===== src/rtl/id_ex_stage.sv =====
// ID/EX pipeline register: captures decoded instruction and bypassed operands,
// inserts load-use bubbles, honours EX back-pressure and branch flush, counts bubbles/flushes.
module id_ex_stage #(
    parameter int XLEN       = 32,
    parameter int RS_WIDTH   = 5,
    parameter int PC_WIDTH   = 32,
    parameter int CTRL_WIDTH = 16,
    parameter int CNT_WIDTH  = 16
) (
    input  logic                  clk,
    input  logic                  rst,
    input  logic                  id_valid,
    input  logic [PC_WIDTH-1:0]   id_pc,
    input  logic [RS_WIDTH-1:0]   id_rs1,
    input  logic [RS_WIDTH-1:0]   id_rs2,
    input  logic                  id_use_rs1,
    input  logic                  id_use_rs2,
    input  logic [RS_WIDTH-1:0]   id_rd,
    input  logic [XLEN-1:0]       id_imm,
    input  logic [CTRL_WIDTH-1:0] id_ctrl,
    input  logic                  id_memread,
    input  logic                  id_regwrite,
    input  logic [XLEN-1:0]       rf_rdata1,
    input  logic [XLEN-1:0]       rf_rdata2,
    input  logic                  wb_regwrite,
    input  logic [RS_WIDTH-1:0]   wb_rd,
    input  logic [XLEN-1:0]       wb_wdata,
    input  logic                  ex_ready,
    input  logic                  flush,
    output logic                  id_stall,
    output logic                  ex_valid,
    output logic [PC_WIDTH-1:0]   ex_pc,
    output logic [RS_WIDTH-1:0]   ex_rs1,
    output logic [RS_WIDTH-1:0]   ex_rs2,
    output logic [RS_WIDTH-1:0]   ex_rd,
    output logic [XLEN-1:0]       ex_op1,
    output logic [XLEN-1:0]       ex_op2,
    output logic [XLEN-1:0]       ex_imm,
    output logic [CTRL_WIDTH-1:0] ex_ctrl,
    output logic                  ex_memread,
    output logic                  ex_regwrite,
    output logic [CNT_WIDTH-1:0]  bubble_cnt,
    output logic [CNT_WIDTH-1:0]  flush_cnt
);

    logic [XLEN-1:0] op1;
    logic [XLEN-1:0] op2;
    logic            load_use;

    // The register file commits WB only at the next edge, so a same-cycle write must be bypassed here.
    always_comb begin
        op1 = rf_rdata1;
        if (id_rs1 == '0)
            op1 = '0;
        else if (wb_regwrite && (wb_rd == id_rs1))
            op1 = wb_wdata;

        op2 = rf_rdata2;
        if (id_rs2 == '0)
            op2 = '0;
        else if (wb_regwrite && (wb_rd == id_rs2))
            op2 = wb_wdata;
    end

    assign load_use = ex_valid && ex_memread && (ex_rd != '0) && id_valid &&
                      ((id_use_rs1 && (id_rs1 == ex_rd)) || (id_use_rs2 && (id_rs2 == ex_rd)));

    assign id_stall = !rst && !flush && (!ex_ready || load_use);

    always_ff @(posedge clk) begin
        if (rst) begin
            ex_valid    <= 1'b0;
            ex_pc       <= '0;
            ex_rs1      <= '0;
            ex_rs2      <= '0;
            ex_rd       <= '0;
            ex_op1      <= '0;
            ex_op2      <= '0;
            ex_imm      <= '0;
            ex_ctrl     <= '0;
            ex_memread  <= 1'b0;
            ex_regwrite <= 1'b0;
            bubble_cnt  <= '0;
            flush_cnt   <= '0;
        end else if (flush) begin
            ex_valid    <= 1'b0;
            ex_memread  <= 1'b0;
            ex_regwrite <= 1'b0;
            if (flush_cnt != '1)
                flush_cnt <= flush_cnt + 1'b1;
        end else if (!ex_ready) begin
            // EX is holding its instruction: everything, counters included, stays put.
        end else if (load_use) begin
            ex_valid    <= 1'b0;
            ex_memread  <= 1'b0;
            ex_regwrite <= 1'b0;
            if (bubble_cnt != '1)
                bubble_cnt <= bubble_cnt + 1'b1;
        end else begin
            ex_valid    <= id_valid;
            ex_pc       <= id_pc;
            ex_rs1      <= id_rs1;
            ex_rs2      <= id_rs2;
            ex_rd       <= id_rd;
            ex_op1      <= op1;
            ex_op2      <= op2;
            ex_imm      <= id_imm;
            ex_ctrl     <= id_ctrl;
            ex_memread  <= id_memread && id_valid;
            ex_regwrite <= id_regwrite && id_valid;
        end
    end

endmodule


===== config.mk =====
export PLATFORM = sky130hd
export DESIGN_NAME = id_ex_stage
export DESIGN_NICKNAME = d
export VERILOG_FILES = /design/src/rtl/id_ex_stage.sv
export SDC_FILE = /design/constraint.sdc
export NUM_CORES = 1
export LEC_CHECK = 0
export CAP_MARGIN = 40
export CORE_AREA = 2 2 154 156
export CTS_CLUSTER_SIZE = 10
export DETAILED_ROUTE_END_ITERATION = 8
export DIE_AREA = 0 0 156 158
export MAX_ROUTING_LAYER = met4
export PLACE_DENSITY = 0.78
export SLEW_MARGIN = 20
export SYNTH_ARGS = -nofsm -noshare
export SYNTH_HDL_FRONTEND = slang
export SYNTH_SLANG_ARGS = --single-unit

===== constraint.sdc =====
create_clock -name clk -period 3.7 [get_ports clk]
set_clock_uncertainty 0.05 [all_clocks]
set_input_delay 0.555 -clock clk [delete_from_list [all_inputs] [get_ports clk]]
set_output_delay 0.555 -clock clk [all_outputs]
set_load 0.1 [all_outputs]

* Yosys cells after proc, flatten, opt, wreduce, memory -nomap -nowiden
Cells that the tools add are included.
** Cells by class
- Muxes and demuxes :: 7
- Divide/modulo/power cells :: 0
- Add/sub/neg operators :: 2
- Magnitude comparators :: 0
- Equality and inequality tests :: 6
- Multiply operators :: 0
- Shifts and indexed selects :: 0
- Reduce and logical (&&, ||, !) cells :: 24
- Bitwise logic cells :: 2
** Operators with widths (count)
- two-way mux 32 bit :: 4
- adder 16 x 1 -> 16 bit, second input constant :: 2
- != test 16 bit, second input constant :: 2
- == test 5 bit :: 4
- logical AND 1 bit :: 12
- logical NOT 5 bit :: 2
- nonzero test 5 bit :: 1
- AND reduction 4 bit :: 1
- logical NOT 1 bit :: 3
- two-way mux 1 bit :: 3
- AND reduction 3 bit :: 1
- logical OR 1 bit :: 2
- NOT 1 bit :: 2
- AND reduction 2 bit :: 1
- OR reduction 2 bit :: 1
** Storage, ports and cells
- Register bits after elaboration :: 194
- Output and inout port bits :: 195
- Memories :: 0
- Memory bits (writable) :: 0
- Input port bits :: 206
- Latch bits :: 0
- Bits in read-only memories :: 0
- Logic and storage cells :: 54

* Depth between registers and ports, before layout
- Depth in word-level cells :: 6
- Mapped depth :: 9
- Mapped depth without buffers :: 7

* Least setup slack after synthesis
Ideal clock, no wire load.
- Path type :: reg2out
- Start point :: reg ex_rd[4]
- End point :: out id_stall
- Slack :: -1139 ps
- Arrival time :: 4234 ps
- Buffers on the path :: 1
- Data required time :: 3095 ps
- Stages on the path, launching flop included :: 7
- Cells stage by stage :: dfxtp_1 > xnor2_1 > nand4_1 > o22ai_1 > buf_2 > nand2_1 > a211oi_1
** On the way
- Cells in the longest elaborated chain, start to end :: 6
- Elaborated cells on any way between the ends :: 11
- Those cells by class :: eq/ne (2); reduce/logical (9)
** Ends and longest elaborated chain
- start: declaration :: line 35 : output logic [RS_WIDTH-1:0] ex_rd,
- start signal: assignment :: line 104 : ex_rd <= id_rd;
- == test 5 bit / nonzero test 5 bit (equally long branches) :: line 66, 65
- logical AND 1 bit (on tied branches) :: line 66, 65
- logical OR 1 bit / logical AND 1 bit (equally long branches) :: line 66, 65
- logical AND 1 bit * :: line 65 : assign load_use = ex_valid && ex_memread && (ex_rd != '0) && id_valid &&
- logical OR 1 bit * :: line 68 : assign id_stall = !rst && !flush && (!ex_ready || load_use);
- logical AND 1 bit * :: line 68
- end: declaration :: line 30 : output logic id_stall,
Every way passes the cells marked *; elsewhere a longest branch is shown, timed or not.

* Worst setup path in the final report
- Start point :: in id_rs1[4]
- End point :: out id_stall
** On the way
- Cells in the longest elaborated chain, start to end :: 6
** Ends and longest elaborated chain
- start: declaration :: line 14 : input logic [RS_WIDTH-1:0] id_rs1,
- == test 5 bit :: line 66 : ((id_use_rs1 && (id_rs1 == ex_rd)) || (id_use_rs2 && (id_rs2 == ex_rd)));
- logical AND 1 bit :: line 66
- logical OR 1 bit :: line 66
- logical AND 1 bit :: line 65
- logical OR 1 bit :: line 68
- logical AND 1 bit :: line 68
No other way between the ends.

==> impl_metrics.py <==
metrics = {
    "outcome": {
        "status": "completed",
    },
    "clocking": {
        "cts_max_level": 4,
        "cts_resized": 0,
        "clkLatencyLatePin_ns": 0.43,
        "cts_tree": "yes",
        "ctsLongestPathBuffers": 2,
        "post_cts_buffers": 0,
        "tritoncts.num_buffers": 17,
        "clkSlewWorstSetupHoldPaths_ns": 0.07,
        "clock_sinks": 194,
        "cts_root_buf": "clkbuf_16",
        "cts_hold_buf": 0,
    },
    "global_routing": {
        "grt_pass1_vias": 10100,
        "grt_pass1_wl_um": 52700,
        "grt_max_degree": 126,
        "overflow": 0,
        "grt_antenna_before_repair": 2,
        "track_usage_pct": 28.0,
    },
    "sta": {
        "finalMaxSlewViolations": 0,
        "period_needed_ns": 3.27,
        "tightest_slew_ns": 0.800,
        "slew_headroom_pct": 46.3,
        "grt_setup_unrepaired": "no",
        "post-route-period-util_pct": 88.3,
        "setup-tns-final_ns": 0,
        "layout_setup_ws_ns": 0.432,
        "hold_violations": 0,
        "final-setup-viol-count": 0,
        "fmax_ghz": 0.306,
    },
    "floorplan": {
        "dieArea_um2": 24600,
        "core-area_um2": 23100,
        "die_y_um": 158,
        "start_util_pct": 36.4,
        "die_x_um": 156,
        "placementRows": 56,
        "io_pins": 401,
    },
    "power_and_ir_drop": {
        "powerDensity_nw_per_um2": 347,
        "max-vdd-ir-drop_v": 0.000258,
        "leakagePower_nw": 6.34,
    },
    "detailed_routing": {
        "drtIter0Drc": 504,
        "wl_met1_um": 13300,
        "viasPerCell": 5.22,
        "wl_per_cell_um": 19.4,
        "routed_wl_um": 34800,
        "num_vias": 9360,
        "drt-pass1-iter-count": 5,
        "detail-route-antenna-nets": 0,
        "wl_met2_um": 18500,
        "drcViolationCount": 0,
        "wl_met3_um": 2070,
        "top_layer": "met4",
    },
    "cells_and_area": {
        "layout_commonest_cell": "clkdlybuf4s50_1",
        "final_nets": 1695,
        "area.growth.synth_to_final_pct": 105,
        "drive_above_1_share_pct": 18.7,
        "postLayoutCellArea_um2": 17200,
        "final_cell_mix": "clkdlybuf4s50_1 (396), nand2_1 (204), dfxtp_1 (194), buf_8 (108), a21oi_1 (104)",
    },
    "critical_path": {
        "timing.rr.start": "ex_rd[4]",
        "cpPeakStageDelay_ns": 0.67,
        "crit_fanout": 6,
        "cp.buffers_inverters": 2,
        "required_ns": 3.09,
        "cpMaxStageDelayCell": "clkdlybuf4s50_1",
        "path_cells": "clkdlybuf4s50_1, xnor2_1, nand4_1, o22ai_1, nand2_1, a211oi_4, buf_12",
        "critPathKind": "input port to primary output",
        "cp-end-kind": "primary output",
        "crit_start": "id_rs1[4]",
        "cp_top_family": "buffers and inverters",
        "critPathLaunchType": "input port",
        "arrival_ns": 2.66,
    },
    "worst_hold_path": {
        "min_from": "rst",
        "hold_path.class": "input port to register",
    },
    "yosys": {
        "ys_seq_elements": 194,
        "synth-xor-area-share_pct": 4.07,
        "synthesis.nets": 1144,
        "synth_warnings": 0,
        "synthMuxAreaShare_pct": 7.86,
        "synth_top_family_by_area": "simple AND/OR/NAND/NOR gates",
        "ys_seq_area_share_pct": 46.2,
        "ys.flop_type": "dfxtp_1",
        "synth_area_per_cell_um2": 8.98,
        "async_reset_ff_share_pct": 0,
        "synthCells": 936,
        "netlist_area_um2": 8400,
        "synth_cell_types": 40,
        "yosys.area_share.simple_pct": 21.3,
        "synth_compound_area_share_pct": 15.6,
        "synth_fa_ha_area_share_pct": 0.298,
        "synth_edf_count": 0,
    },
    "place": {
        "hpwl_um": 26500,
        "globalplace.congestion": 0.813,
        "io_buffers": 400,
        "dp_slack_ns": 0.425,
        "dpl_cell_area_um2": 16600,
    },
    "job": {
        "maxCapViolCount": 0,
    },
}
worst paths after layout:
| kind | to | slack [ns] | cells after the start |
|---|---|---|---|
| hold / removal | flush_cnt[8] | 0.27 | 2 |
| setup / recovery | id_stall | 0.43 | 7 |
| hold reg to reg | ex_rs2[2] | 0.41 | 2 |
| setup reg to reg | ex_op2[30] | 1.06 | 8 |
state kept, by name, indices dropped and copies added, names as in the netlist:
register	cells
ex_imm	32
ex_pc	32
ex_rs2	5
flush_cnt	16
ex_memread	1
ex_op1	32
ex_rs1	5
ex_op2	32
ex_regwrite	1
bubble_cnt	16
ex_valid	1
ex_rd	5
ex_ctrl	16
where the power goes:
part | switching (W) | internal, W
sequential | 0.0000567 | 0.00217
clock | 0.000940 | 0.00105
combinational | 0.00100 | 0.000757
layout make-up:
cell class | count | area [um^2]
Tap cell | 290 | 363
Sequential cell | 194 | 3880
Timing Repair Buffer | 608 | 8150
Clock buffer | 17 | 425
Multi-Input combinational cell | 662 | 4170
Clock inverter | 15 | 214
Fill cell | 1345 | 5820
Antenna cell | 2 | 5.00
Inverter | 4 | 15.0
worst register-to-register path, delay by kind of cell (launching register included):
family,cells,cell delay (ns)
compound gates,3,0.77
xor+xnor,1,0.17
buf+inv,2,0.67
flops,1,0.56
simple gates,2,0.31
metal layers:
layer  vias to the layer above  global-route usage [%]
met5                         -                       -
met3                        69                    5.17
met4                         0                    9.57
met1                      4504                    30.2
met2                       428                    51.8
li1                       4359                       -
metrics by stage:
step	util, %	hold slack [ns]	total power, W	instances
final	74.7	0.273	0.00598	1792
after floorplan	-	0.641	0.00314	936
after global placement	54.6	0.390	0.00361	1564
after CTS	74.6	0.407	0.00602	1789
after detailed placement	71.8	0.396	0.00403	1757
after global routing	74.7	0.269	0.00617	1792
cells in the mapped netlist (3+ instances only):
| cell | number | share of area (%) |
|---|---|---|
| clkbuf_1 | 44 | 2.0 |
| nand3_1 | 18 | 1.1 |
| buf_6 | 6 | 0.80 |
| nand4_1 | 11 | 0.82 |
| or4_1 | 6 | 0.54 |
| o31ai_2 | 26 | 3.9 |
| o21ai_0 | 7 | 0.42 |
| nor2_1 | 24 | 1.1 |
| buf_2 | 20 | 1.2 |
| and3_1 | 10 | 0.74 |
| and4_1 | 3 | 0.31 |
| inv_1 | 4 | 0.18 |
| nor3_1 | 4 | 0.24 |
| buf_4 | 6 | 0.54 |
| nand3b_1 | 65 | 5.8 |
| nand2b_1 | 3 | 0.22 |
| dfxtp_1 | 194 | 46 |
| xor2_1 | 22 | 2.3 |
| mux2i_1 | 66 | 7.9 |
| o31ai_1 | 40 | 3.6 |
| a21oi_1 | 104 | 6.2 |
| nand2_1 | 204 | 9.1 |
| nor2b_1 | 7 | 0.52 |
| xnor2_1 | 17 | 1.8 |
| or3_1 | 5 | 0.37 |
kinds of logic after synthesis:
logic type | Yosys count
xor+xnor | 39
buf+inv | 80
compound gates | 191
simple gates | 364
flops | 194
mux | 66
fa+ha+maj | 2
Note: power is estimated with default switching activity, not from simulation.
==> edit (same flow settings) <==
Register the output `flush_cnt` once more, cleared by the reset; this adds one clock of latency there. The other outputs are not delayed to match.
--- a/src/rtl/id_ex_stage.sv
+++ b/src/rtl/id_ex_stage.sv
@@ -43,6 +43,8 @@
     output logic [CNT_WIDTH-1:0]  flush_cnt
 );
 
+    logic [CNT_WIDTH-1:0] flush_cnt_s0;
+
     logic [XLEN-1:0] op1;
     logic [XLEN-1:0] op2;
     logic            load_use;
@@ -81,13 +83,13 @@
             ex_memread  <= 1'b0;
             ex_regwrite <= 1'b0;
             bubble_cnt  <= '0;
-            flush_cnt   <= '0;
+            flush_cnt_s0 <= '0;
         end else if (flush) begin
             ex_valid    <= 1'b0;
             ex_memread  <= 1'b0;
             ex_regwrite <= 1'b0;
-            if (flush_cnt != '1)
-                flush_cnt <= flush_cnt + 1'b1;
+            if (flush_cnt_s0 != '1)
+                flush_cnt_s0 <= flush_cnt_s0 + 1'b1;
         end else if (!ex_ready) begin
             // EX is holding its instruction: everything, counters included, stays put.
         end else if (load_use) begin
@@ -111,5 +113,13 @@
         end
     end
 
+    always_ff @(posedge clk) begin
+        if (rst) begin
+            flush_cnt <= '0;
+        end else begin
+            flush_cnt <= flush_cnt_s0;
+        end
+    end
+
 endmodule
 
Check against the original RTL: not equivalent (Yosys sat finds a counterexample within 4 cycles, from zero or initial values and one cycle with rst high).
==> edit against the original RTL <==
  * Total power up 5.3%
  * Synthesized area increased by 4.9%
  * Critical path depth unchanged
  * Via count grew 3.6%
  * Worst hold slack got worse by 0.0091 ns
  * Sequential cell count increased by 16
  * Cell area increased by 1.9%
  * Wire length up 10%
  * Worst setup slack improved by 0.026 ns
  * Largest cell class unchanged
==> edit: results (changes against the original RTL) <==
* Met1 Resource Use GR at 30.5% (+0.35 points)
* Hold Crit Endpoint: bubble_cnt[7]$_SDFFE_PP0P_
* Worst-case headroom to the max-slew limit at 58.3% (+12 points)
* H-tree depth at 1 (-3)
* Detailed Route WL at 38300 um (+10%)
* # placed instances at 1787 (+1.7%)
* Grt met2 use at 53.6% (+1.8 points)
* Via count of the first global-routing pass at 10400 (+3.0%)
* VDD IR max at 0.000324 V (+26%)
* Ranking of synthesized cells by area: dfxtp_1, nand2_1, mux2i_1
* TritonCTS Buffers at 25 (+8)
* Final RePlAce weighted congestion at 0.816 (+0.44%)
* Status: complete, no violations
* Largest net degree at the start of global routing at 117 (-7.1%)
* DRT Pass-1 Iters at 4 (-1)
* Net Count, Synth at 1174 (+2.6%)
* Int Pwr at 4.32 mW (+8.5%)
* Fraction of layout cells with a size suffix above 1 at 17.8% (-0.82 points)
* Crit path from: id_rs1[2]
* Synth cell types at 38 (-5.0%)
* Worst reg2reg path depth at 7 (-1)
* Routing usage on met3 at 7.77% (+2.6 points)
* Met1 wire length at 13400 um (+0.74%)
* Post-DP HPWL at 27200 um (+2.7%)
* Antenna violations before repair at 3 (+1)
* Crit path largest cell delay at 0.61 ns (-0.06 ns)
* Metal3 WL at 3080 um (+49%)
* Setup slack, reg-to-reg at 1.13 ns (+0.07 ns)
* Hold Slack at 0.264 ns (-0.00909 ns)
* All-Layer GR Usage at 30.2% (+2.2 points)
* Reg2reg start: ex_rd[1]$_SDFFE_PP0P_
* Vias at 9696 (+3.6%)
* Avg WL per Cell at 21.0 um (+8.0%)
* Worst skew pair latency at 0.50 ns (+0.07 ns)
* DP Area at 16800 um2 (+1.8%)
* Worst Path Max Fanout at 5 (-1)
* 1st-iter DRT viols at 440 (-13%)
* Final net count at 1733 (+2.2%)
* First-pass GRT wire length at 56600 um (+7.3%)
* Seq pwr share at 38.3% (+1.0 points)
* Psw at 1.97 mW (-1.2%)
==> edit: cell types whose count changed after synthesis, moves of 5 or more <==
cell,unedited run,this run
dfxtp_1,194,210
nor2b_1,7,20
clkbuf_1,44,34
buf_6,6,13
o31ai_2,26,20
or3_1,5,11
nand3_1,18,13
==> edit: kinds of logic (layout without fill, tap and decap cells) <==
logic type	count (synthesis)	in the layout	share of synthesized area, %
simple gates	378	378	21.1
flops	210	210	47.7
compound gates	193	193	14.4
buf+inv	78	642	5.04
mux	69	69	7.88
xor+xnor	36	36	3.58
fa+ha+maj	2	2	0.284
other cells	0	4	0
==> edit: final cells by class <==
class	instances	area, um2
Antenna cell	4	10.0
Clock buffer	31	658
Clock inverter	1	5.00
Fill cell	1230	5500
Inverter	2	7.51
Multi-Input combinational cell	678	4200
Sequential cell	210	4200
Tap cell	290	363
Timing Repair Buffer	608	8100
